`src/rtl/mmio_input_port.sv`:
```
// mmio_input_port: CPU-read peripheral for the board's slide switches and
// push-buttons. Exposes synchronized switches, debounced key state, a
// write-1-to-clear press-capture register and (optionally) a masked irq.
// Read data is registered so it lines up with the dataRAM read latency.
//
// Build option: define MMIO_INPUT_IRQ_EN to implement the IRQ_MASK register
// and the registered irq output; otherwise IRQ_MASK reads 0 and irq is 0.
//
// Offset map from BASE_ADDR:
//   +0 SW_STATE  RO    {22'b0, synced SW}
//   +1 KEY_STATE RO    {28'b0, debounced pressed}
//   +2 KEY_EDGE  RW1C  {28'b0, press capture}
//   +3 IRQ_MASK  RW    {28'b0, mask}
module mmio_input_port #(
   parameter logic [13:0] BASE_ADDR       = 14'h3FF8,
   parameter int          DEBOUNCE_CYCLES = 50000
) (
   input  logic        clk,
   input  logic        nRst,
   input  logic [13:0] dataAddress,
   input  logic [31:0] writeDataIn,
   input  logic        dataWrEn,
   input  logic [9:0]  SW,
   input  logic [3:0]  KEY,
   output logic [31:0] readDataOut,
   output logic        readHit,
   output logic        irq
);

   localparam int              CNT_W  = $clog2(DEBOUNCE_CYCLES);
   localparam logic [CNT_W-1:0] CNT_TC = CNT_W'(DEBOUNCE_CYCLES - 1);

   logic [9:0]       sw_meta, sw_sync;
   logic [3:0]       key_meta, key_sync;
   logic [3:0]       key_pressed_sync;
   logic [3:0]       key_stable;
   logic [CNT_W-1:0] db_cnt [4];
   logic [3:0]       key_accept;
   logic [3:0]       key_press;
   logic [3:0]       edge_cap;
   logic [3:0]       edge_clr;
   logic [3:0]       mask_q;
   logic [13:0]      addr_off;
   logic             addr_hit;
   logic [31:0]      rd_nxt;
   logic             unused_wdata;

   assign unused_wdata     = &{1'b0, writeDataIn[31:4]};
   assign key_pressed_sync = ~key_sync;

   // Two-flop synchronizers; keys come out of reset as released.
   always_ff @(posedge clk or negedge nRst) begin
      if (!nRst) begin
         sw_meta  <= '0;
         sw_sync  <= '0;
         key_meta <= 4'hF;
         key_sync <= 4'hF;
      end else begin
         sw_meta  <= SW;
         sw_sync  <= sw_meta;
         key_meta <= KEY;
         key_sync <= key_meta;
      end
   end

   // Per-key debounce: count consecutive cycles the synced pin disagrees
   // with the accepted state; accept on the terminal count.
   always_ff @(posedge clk or negedge nRst) begin
      if (!nRst) begin
         for (int i = 0; i < 4; i++) db_cnt[i] <= '0;
         key_stable <= '0;
      end else begin
         for (int i = 0; i < 4; i++) begin
            if (key_pressed_sync[i] == key_stable[i]) begin
               db_cnt[i] <= '0;
            end else if (db_cnt[i] == CNT_TC) begin
               key_stable[i] <= key_pressed_sync[i];
               db_cnt[i]     <= '0;
            end else begin
               db_cnt[i] <= db_cnt[i] + CNT_W'(1);
            end
         end
      end
   end

   // A press event is an accepted change whose new value is "pressed".
   always_comb begin
      key_accept = '0;
      for (int i = 0; i < 4; i++)
         key_accept[i] = (key_pressed_sync[i] != key_stable[i]) && (db_cnt[i] == CNT_TC);
      key_press = key_accept & key_pressed_sync;
   end

   // Address decode, W1C clear mask and read mux (current register contents).
   always_comb begin
      addr_off = dataAddress - BASE_ADDR;
      addr_hit = (dataAddress >= BASE_ADDR) && (addr_off < 14'd4);
      edge_clr = '0;
      if (dataWrEn && addr_hit && (addr_off[1:0] == 2'd2))
         edge_clr = writeDataIn[3:0];
      rd_nxt = '0;
      if (addr_hit) begin
         case (addr_off[1:0])
            2'd0:    rd_nxt = {22'b0, sw_sync};
            2'd1:    rd_nxt = {28'b0, key_stable};
            2'd2:    rd_nxt = {28'b0, edge_cap};
            default: rd_nxt = {28'b0, mask_q};
         endcase
      end
   end

   // Press capture; a same-cycle set beats the clear so no press is lost.
   always_ff @(posedge clk or negedge nRst) begin
      if (!nRst) edge_cap <= '0;
      else       edge_cap <= (edge_cap & ~edge_clr) | key_press;
   end

`ifdef MMIO_INPUT_IRQ_EN
   // Interrupt mask register.
   always_ff @(posedge clk or negedge nRst) begin
      if (!nRst)
         mask_q <= '0;
      else if (dataWrEn && addr_hit && (addr_off[1:0] == 2'd3))
         mask_q <= writeDataIn[3:0];
   end

   // Level irq, one cycle behind capture/mask.
   always_ff @(posedge clk or negedge nRst) begin
      if (!nRst) irq <= 1'b0;
      else       irq <= |(edge_cap & mask_q);
   end
`else
   assign mask_q = 4'h0;
   assign irq    = 1'b0;
`endif

   // Registered read port, same latency as dataRAM.
   always_ff @(posedge clk or negedge nRst) begin
      if (!nRst) begin
         readDataOut <= '0;
         readHit     <= 1'b0;
      end else begin
         readDataOut <= rd_nxt;
         readHit     <= addr_hit;
      end
   end

endmodule

```
`config.mk`:
```
export PLATFORM = sky130hd
export DESIGN_NAME = mmio_input_port
export DESIGN_NICKNAME = d
export VERILOG_FILES = /design/src/rtl/mmio_input_port.sv
export SDC_FILE = /design/constraint.sdc
export NUM_CORES = 1
export LEC_CHECK = 0
export ABC_CLOCK_PERIOD_IN_PS = 2050
export BUFFER_PORTS_ARGS = -buffer_cell sky130_fd_sc_hd__buf_2
export CORE_UTILIZATION = 47
export CTS_CLUSTER_DIAMETER = 150
export CTS_CLUSTER_SIZE = 14
export DETAILED_ROUTE_END_ITERATION = 7
export PLACE_DENSITY_LB_ADDON = 0.15
export SETUP_SLACK_MARGIN = 0.05
export SYNTH_ARGS = -nofsm -noshare
export SYNTH_HDL_FRONTEND = slang
export SYNTH_SLANG_ARGS = --single-unit
```
`constraint.sdc`:
```
create_clock -name clk -period 2.05 [get_ports clk]
set_input_delay 0.3075 -clock clk [delete_from_list [all_inputs] [get_ports clk]]
set_output_delay 0.3075 -clock clk [all_outputs]
set_load 0.01 [all_outputs]
```
* Word-level counts from Yosys, hierarchy flattened
Cells that the tools add are included.
** Operators by class
- Bitwise gates (word level) :: 9
- Reductions and logical operators :: 12
- Eq/ne operators :: 14
- $lt $le $gt $ge :: 2
- Muxes and demuxes :: 11
- Add/subtract/negate cells :: 5
** Operators by type and width (count)
- 16-bit two-way mux :: 8
- 16-bit by 1-bit adder with 16-bit output (second input constant) :: 4
- 16-bit equality test (second input constant) :: 4
- 32-bit two-way mux :: 1
- 10-bit case mux with 3 select lines :: 1
- 14-bit greater-or-equal comparator (second input constant) :: 1
- 14-bit by 3-bit < comparator with 1-bit output (second input constant) :: 1
- 14-bit subtractor (second input constant) :: 1
- 4-bit AND :: 2
- 4-bit NOT :: 2
- 2-bit AND reduction :: 4
- 1-bit logical AND :: 7
- 1-bit equality test :: 4
- 4-bit two-way mux :: 1
- 1-bit != test :: 4
- 1-bit NOT :: 4
- 4-bit OR :: 1
- 2-bit by 1-bit equality test with 1-bit output (second input constant) :: 1
- 2-bit equality test (second input constant) :: 1
- 2-bit logical NOT :: 1
** Word-level totals
- Output and inout port bits :: 34
- Flip-flop bits (word level) :: 133
- Input bits :: 63
- Word-level logic and storage cells :: 68

* Longest topological paths before layout
- Depth in word-level cells :: 9
- Mapped depth :: 6
- Mapped depth without buffers :: 5

* Worst setup path before layout
No wires, ideal clock.
- Path type :: in2reg
- Start :: in dataAddress[3]
- End :: reg readDataOut[4]
- Required time :: 1983 ps
- Cell stages on the path :: 6
- Arrival :: 1806 ps
- Slack :: 178 ps
- Cell sequence :: ha_1 nand4bb_1 or4_1 clkbuf_1 nor3_1 and2_1
** Between the ends
- Cells in the longest elaborated chain, start to end :: 4
** Ends and longest elaborated chain
- start, declared :: RTL line 20 : input logic [13:0] dataAddress,
- 14-bit subtractor :: RTL line 96 : addr_off = dataAddress - BASE_ADDR;
- 14-bit by 3-bit < comparator with 1-bit output :: RTL line 97 : addr_hit = (dataAddress >= BASE_ADDR) && (addr_off < 14'd4);
- 1-bit logical AND (*) :: RTL line 97
- 32-bit two-way mux (*) :: RTL line 102 : if (addr_hit) begin
- named net rd_nxt[4] :: RTL line 45 : logic [31:0] rd_nxt;
- end signal, assigned :: RTL line 143 : readDataOut <= rd_nxt;
- end, declared :: RTL line 25 : output logic [31:0] readDataOut,
Mark *: on every way through the listed nets, which the timed path passes. The rest lies on a longest branch.
A chain may end at the register's enable or synchronous reset.

* Worst setup path after layout
- Start :: reg db_cnt[43] (netlist name)
- End :: reg db_cnt[36] (netlist name)
** Between the ends
- Cells in the longest elaborated chain, start to end :: 3
** Ends and longest elaborated chain
- start, declared :: RTL line 37 : logic [CNT_W-1:0] db_cnt [4];
- start signal, assigned by index :: RTL line 80 : db_cnt[i] <= db_cnt[i] + CNT_W'(1);
- 16-bit equality test :: RTL line 76 : end else if (db_cnt[i] == CNT_TC) begin
- 16-bit two-way mux :: RTL line 76
- 16-bit two-way mux :: RTL line 74 : if (key_pressed_sync[i] == key_stable[i]) begin
No other way between the ends.

==> impl_results.md <==
- Final TNS setup: 0 ps
- CP arrival: roughly 2200 ps
- CTS tree: yes
- Area delta synth->final: 12.3%
- Sw Ratio: between 20 and 25%
- Psw: a little over 0.9 mW
- Die ar.: ~11000 sq um
- CP required: approximately 2300 ps
- FP Rows: 36
- Pleak: about 2.3 nW
- Delay-heaviest family, CP: simple AND/OR/NAND/NOR gates
- Status: finished clean
- Post-synth EDFFs: 0
- Worst r2r path cells: 4
- Fmax: 532 MHz
- Ys flop type: dfrtp_1
- Setup crit start kind: flip-flop
- TritonCTS Buffers: 9
- RSZ-0062 raised after global routing: false
- Area of the multi-input gates: 1910 sq um
- Via count: about 3300
- Critical Path End Type: flip-flop
- Crit-path max cell delay: 540 ps
- Clk_lat worst skew: 380 ps
- Detailed Route WL: around 9000 microns
- Yosys warning total: 0
- Hold depth: 1
- Final nets: 586
- Min Hold Slack: roughly 14 ps
- Ports: 97
- Antenna Violating Nets Remaining: 0
- Final setup vio count: 0
- H-Tree Depth: 3
- CP Max Fanout: 15
- Async set or reset register ratio after synthesis: 100%
- Comb pwr share: 5.1%
- Relative slew slack: approximately 54%
- Die H: 104 microns
- Core Box Area: a little under 10000 sq um
- Clock power frac: between 30 and 40%
- Register Area: approximately 2800 sq um
- Post-CTS Setup Bufs: 0
- DRC violations left: 0
- Initial Util: about half
- Drt wl/cell: about 13 microns
- Post_cts resized: 0
- Clock Path Buffers: 2
- Final Wtd Congestion: slightly above 0.8
- Routed vias/inst: about 5
- Syn_area_per_cell: roughly 11 sq um
- Gate count after technology mapping: 457
- Share of post-route cells with drive strength above 1: between 15 and 20%
- Fillers: 882
- HPWL Detailed: a little under 6000 microns
- Number of diodes: 0
- Cell area power density: 697 nW/um^2
- Hold Path Origin: KEY[0]
- Worst hold path class: primary input to flip-flop
- Flop pwr share: between 50% and 60%
- Vias in the first global route: around 3200
- Worst r2r dst: db_cnt[36]$_DFF_PN0_
- Clk root buf: clkbuf_8
- Synthesized area: 4880 sq um
- R2r setup slk: 170 ps
- Final Hold Fails: 0
- Slowest cell on crit path: or4b_1
- Largest net degree at the start of global routing: 54
- Number of antenna violations at the first check in global routing: 0
- Peak VDD IR: ~0.34 mV
- Buf+Inv Stages, Crit Path: 0
- Clock-pin slew on the worst setup and hold paths: roughly 100 ps
- Tcrit/Tclk final: 91.8%
- Sink Count: between 100 and 150
- Drt initial violations: between 100 and 150
- Skew final: approximately 6.6 ps
- DR pass1 iterations: 4
- Hold_buf cts: 3
- Internal Pwr Total: a little under 3 mW
- Worst reg2reg path startpoint: db_cnt[43]$_DFF_PN0_
- Netlist cell types: 36
- Worst slew pin tran: 689 ps
- Hold endpoint: key_meta[0]$_DFF_PN1_
- Port bufs: 45
- Crit path kind: flip-flop to flip-flop
- Yosys reg bits: 111
- Fin crit period: roughly 1900 ps
- Sequential-to-total area share from yosys stat: a little under three fifths
- Die X: about 100 microns
- Slew Viols, Final: 0
- CP Cell Sequence: or4b_1 > or4_4 > nand2_4 > nor2_1
- First-pass GRT wire length: approximately 15000 microns
- Total of max-cap violations: 0
- Power, Total: about 3.8 mW
- Total congestion overflow: 0
- Tot GR Track Use: about 18%
sequential cells by signal, indices dropped and copies added, names as in the netlist:
signal / cells
sw_sync: 10
sw_meta: 10
readHit: 1
key_sync: 4
db_cnt: 64
key_stable: 4
readDataOut: 10
key_meta: 4
edge_cap: 4
layout make-up:
| class | count | share of cell area [%] |
|---|---|---|
| multi-input combinational | 324 | 34.9 |
| clock buffer | 9 | 2.26 |
| inverter | 11 | 0.754 |
| clock inverter | 7 | 1.48 |
| tap | 133 | 3.04 |
| sequential | 111 | 50.9 |
| timing repair buffer | 61 | 6.72 |
logic make-up (layout without fill, tap and decap cells):
logic type	after synthesis	in the layout	share of synthesized area (%)
compound gates	19	19	2.16
buf+inv	44	88	5.36
simple gates	214	214	22.5
other cells	1	23	0.0769
xor+xnor	59	59	10.6
flops	111	111	57.2
mux	4	4	0.821
fa+ha+maj	5	5	1.28
per-layer routing:
metal / GRT usage, % / wire length [microns] / vias up
met4: 8.27 / 179 / 0
met5: 0 / 0 / -
met3: 3.63 / 414 / 12
met2: 26.4 / 3760 / 88
li1: - / - / 1630
met1: 25.4 / 4390 / 1602
power by group through the flow:
| stage | combinational [mW] | clock (mW) | sequential (mW) |
|---|---|---|---|
| finish | 0.193 | 1.35 | 2.27 |
| CTS | 0.198 | 1.40 | 2.27 |
| detailed placement | 0.192 | 0 | 2.31 |
| global route | 0.223 | 1.48 | 2.28 |
| global placement | 0.188 | 0 | 2.31 |
| floorplan | 0.117 | 0 | 2.31 |
how the worst max path moves through the flow:
stage                         start                        to  slack, ps  cells past startpoint
2_1_floorplan        dataAddress[3]  readDataOut[4]$_DFF_PN0_        180                      6
3_3_place_gp         dataAddress[3]     edge_cap[0]$_DFF_PN0_         90                      7
3_5_place_dp         dataAddress[3]     edge_cap[1]$_DFF_PN0_         50                      7
4_1_cts        db_cnt[43]$_DFF_PN0_      db_cnt[36]$_DFF_PN0_        160                      4
5_1_grt        db_cnt[36]$_DFF_PN0_      db_cnt[36]$_DFF_PN0_         90                      4
6_report       db_cnt[43]$_DFF_PN0_      db_cnt[36]$_DFF_PN0_        170                      4
placed cells by master, fill, tap and decap left out, drive strengths merged, types with 18 or more instances in the layout:
cell	n
dfrtp	103
nor2	75
buf	58
xnor2	54
nand3	26
conb	23
nor4	21
nand2	21
nand4	19
nor3	18
per-stage QoR:
step	setup WS, ps	cell area [sq um]	utilization [%]	instances
floorplan	178	4960	-	479
global placement	91.0	5240	52.9	637
detailed placement	53.6	5240	52.9	637
CTS	159	5480	55.3	656
global route	94.3	5480	55.3	656
finish	169	5480	55.3	656
Yosys cell counts (2+ instances only):
library cell  number  share of area, %
ha_1               5               1.3
nand3_1           26               2.7
dfrtp_1          103                53
nand2_1           20               1.5
inv_1             11              0.85
nand4_1           19               2.4
and2_1             6              0.77
mux2i_1            4              0.82
clkbuf_1           7              0.54
or4_1              2              0.31
dfstp_2            8               4.3
buf_2              2              0.21
nand4b_1           2              0.36
nor2_1            75               5.8
a21oi_1            5              0.51
and3_1             7              0.90
or3_1              2              0.26
nor3_1            18               1.8
o21ai_0            9              0.92
buf_4             23               3.5
nor4bb_1           4              0.82
xor2_1             5              0.90
nor4b_1            3              0.54
nor4_1            21               2.7
o31ai_1            4              0.62
nor2b_1            2              0.26
xnor2_1           54               9.7
or4b_1             2              0.41
Note: power is estimated with default switching activity, not from simulation.
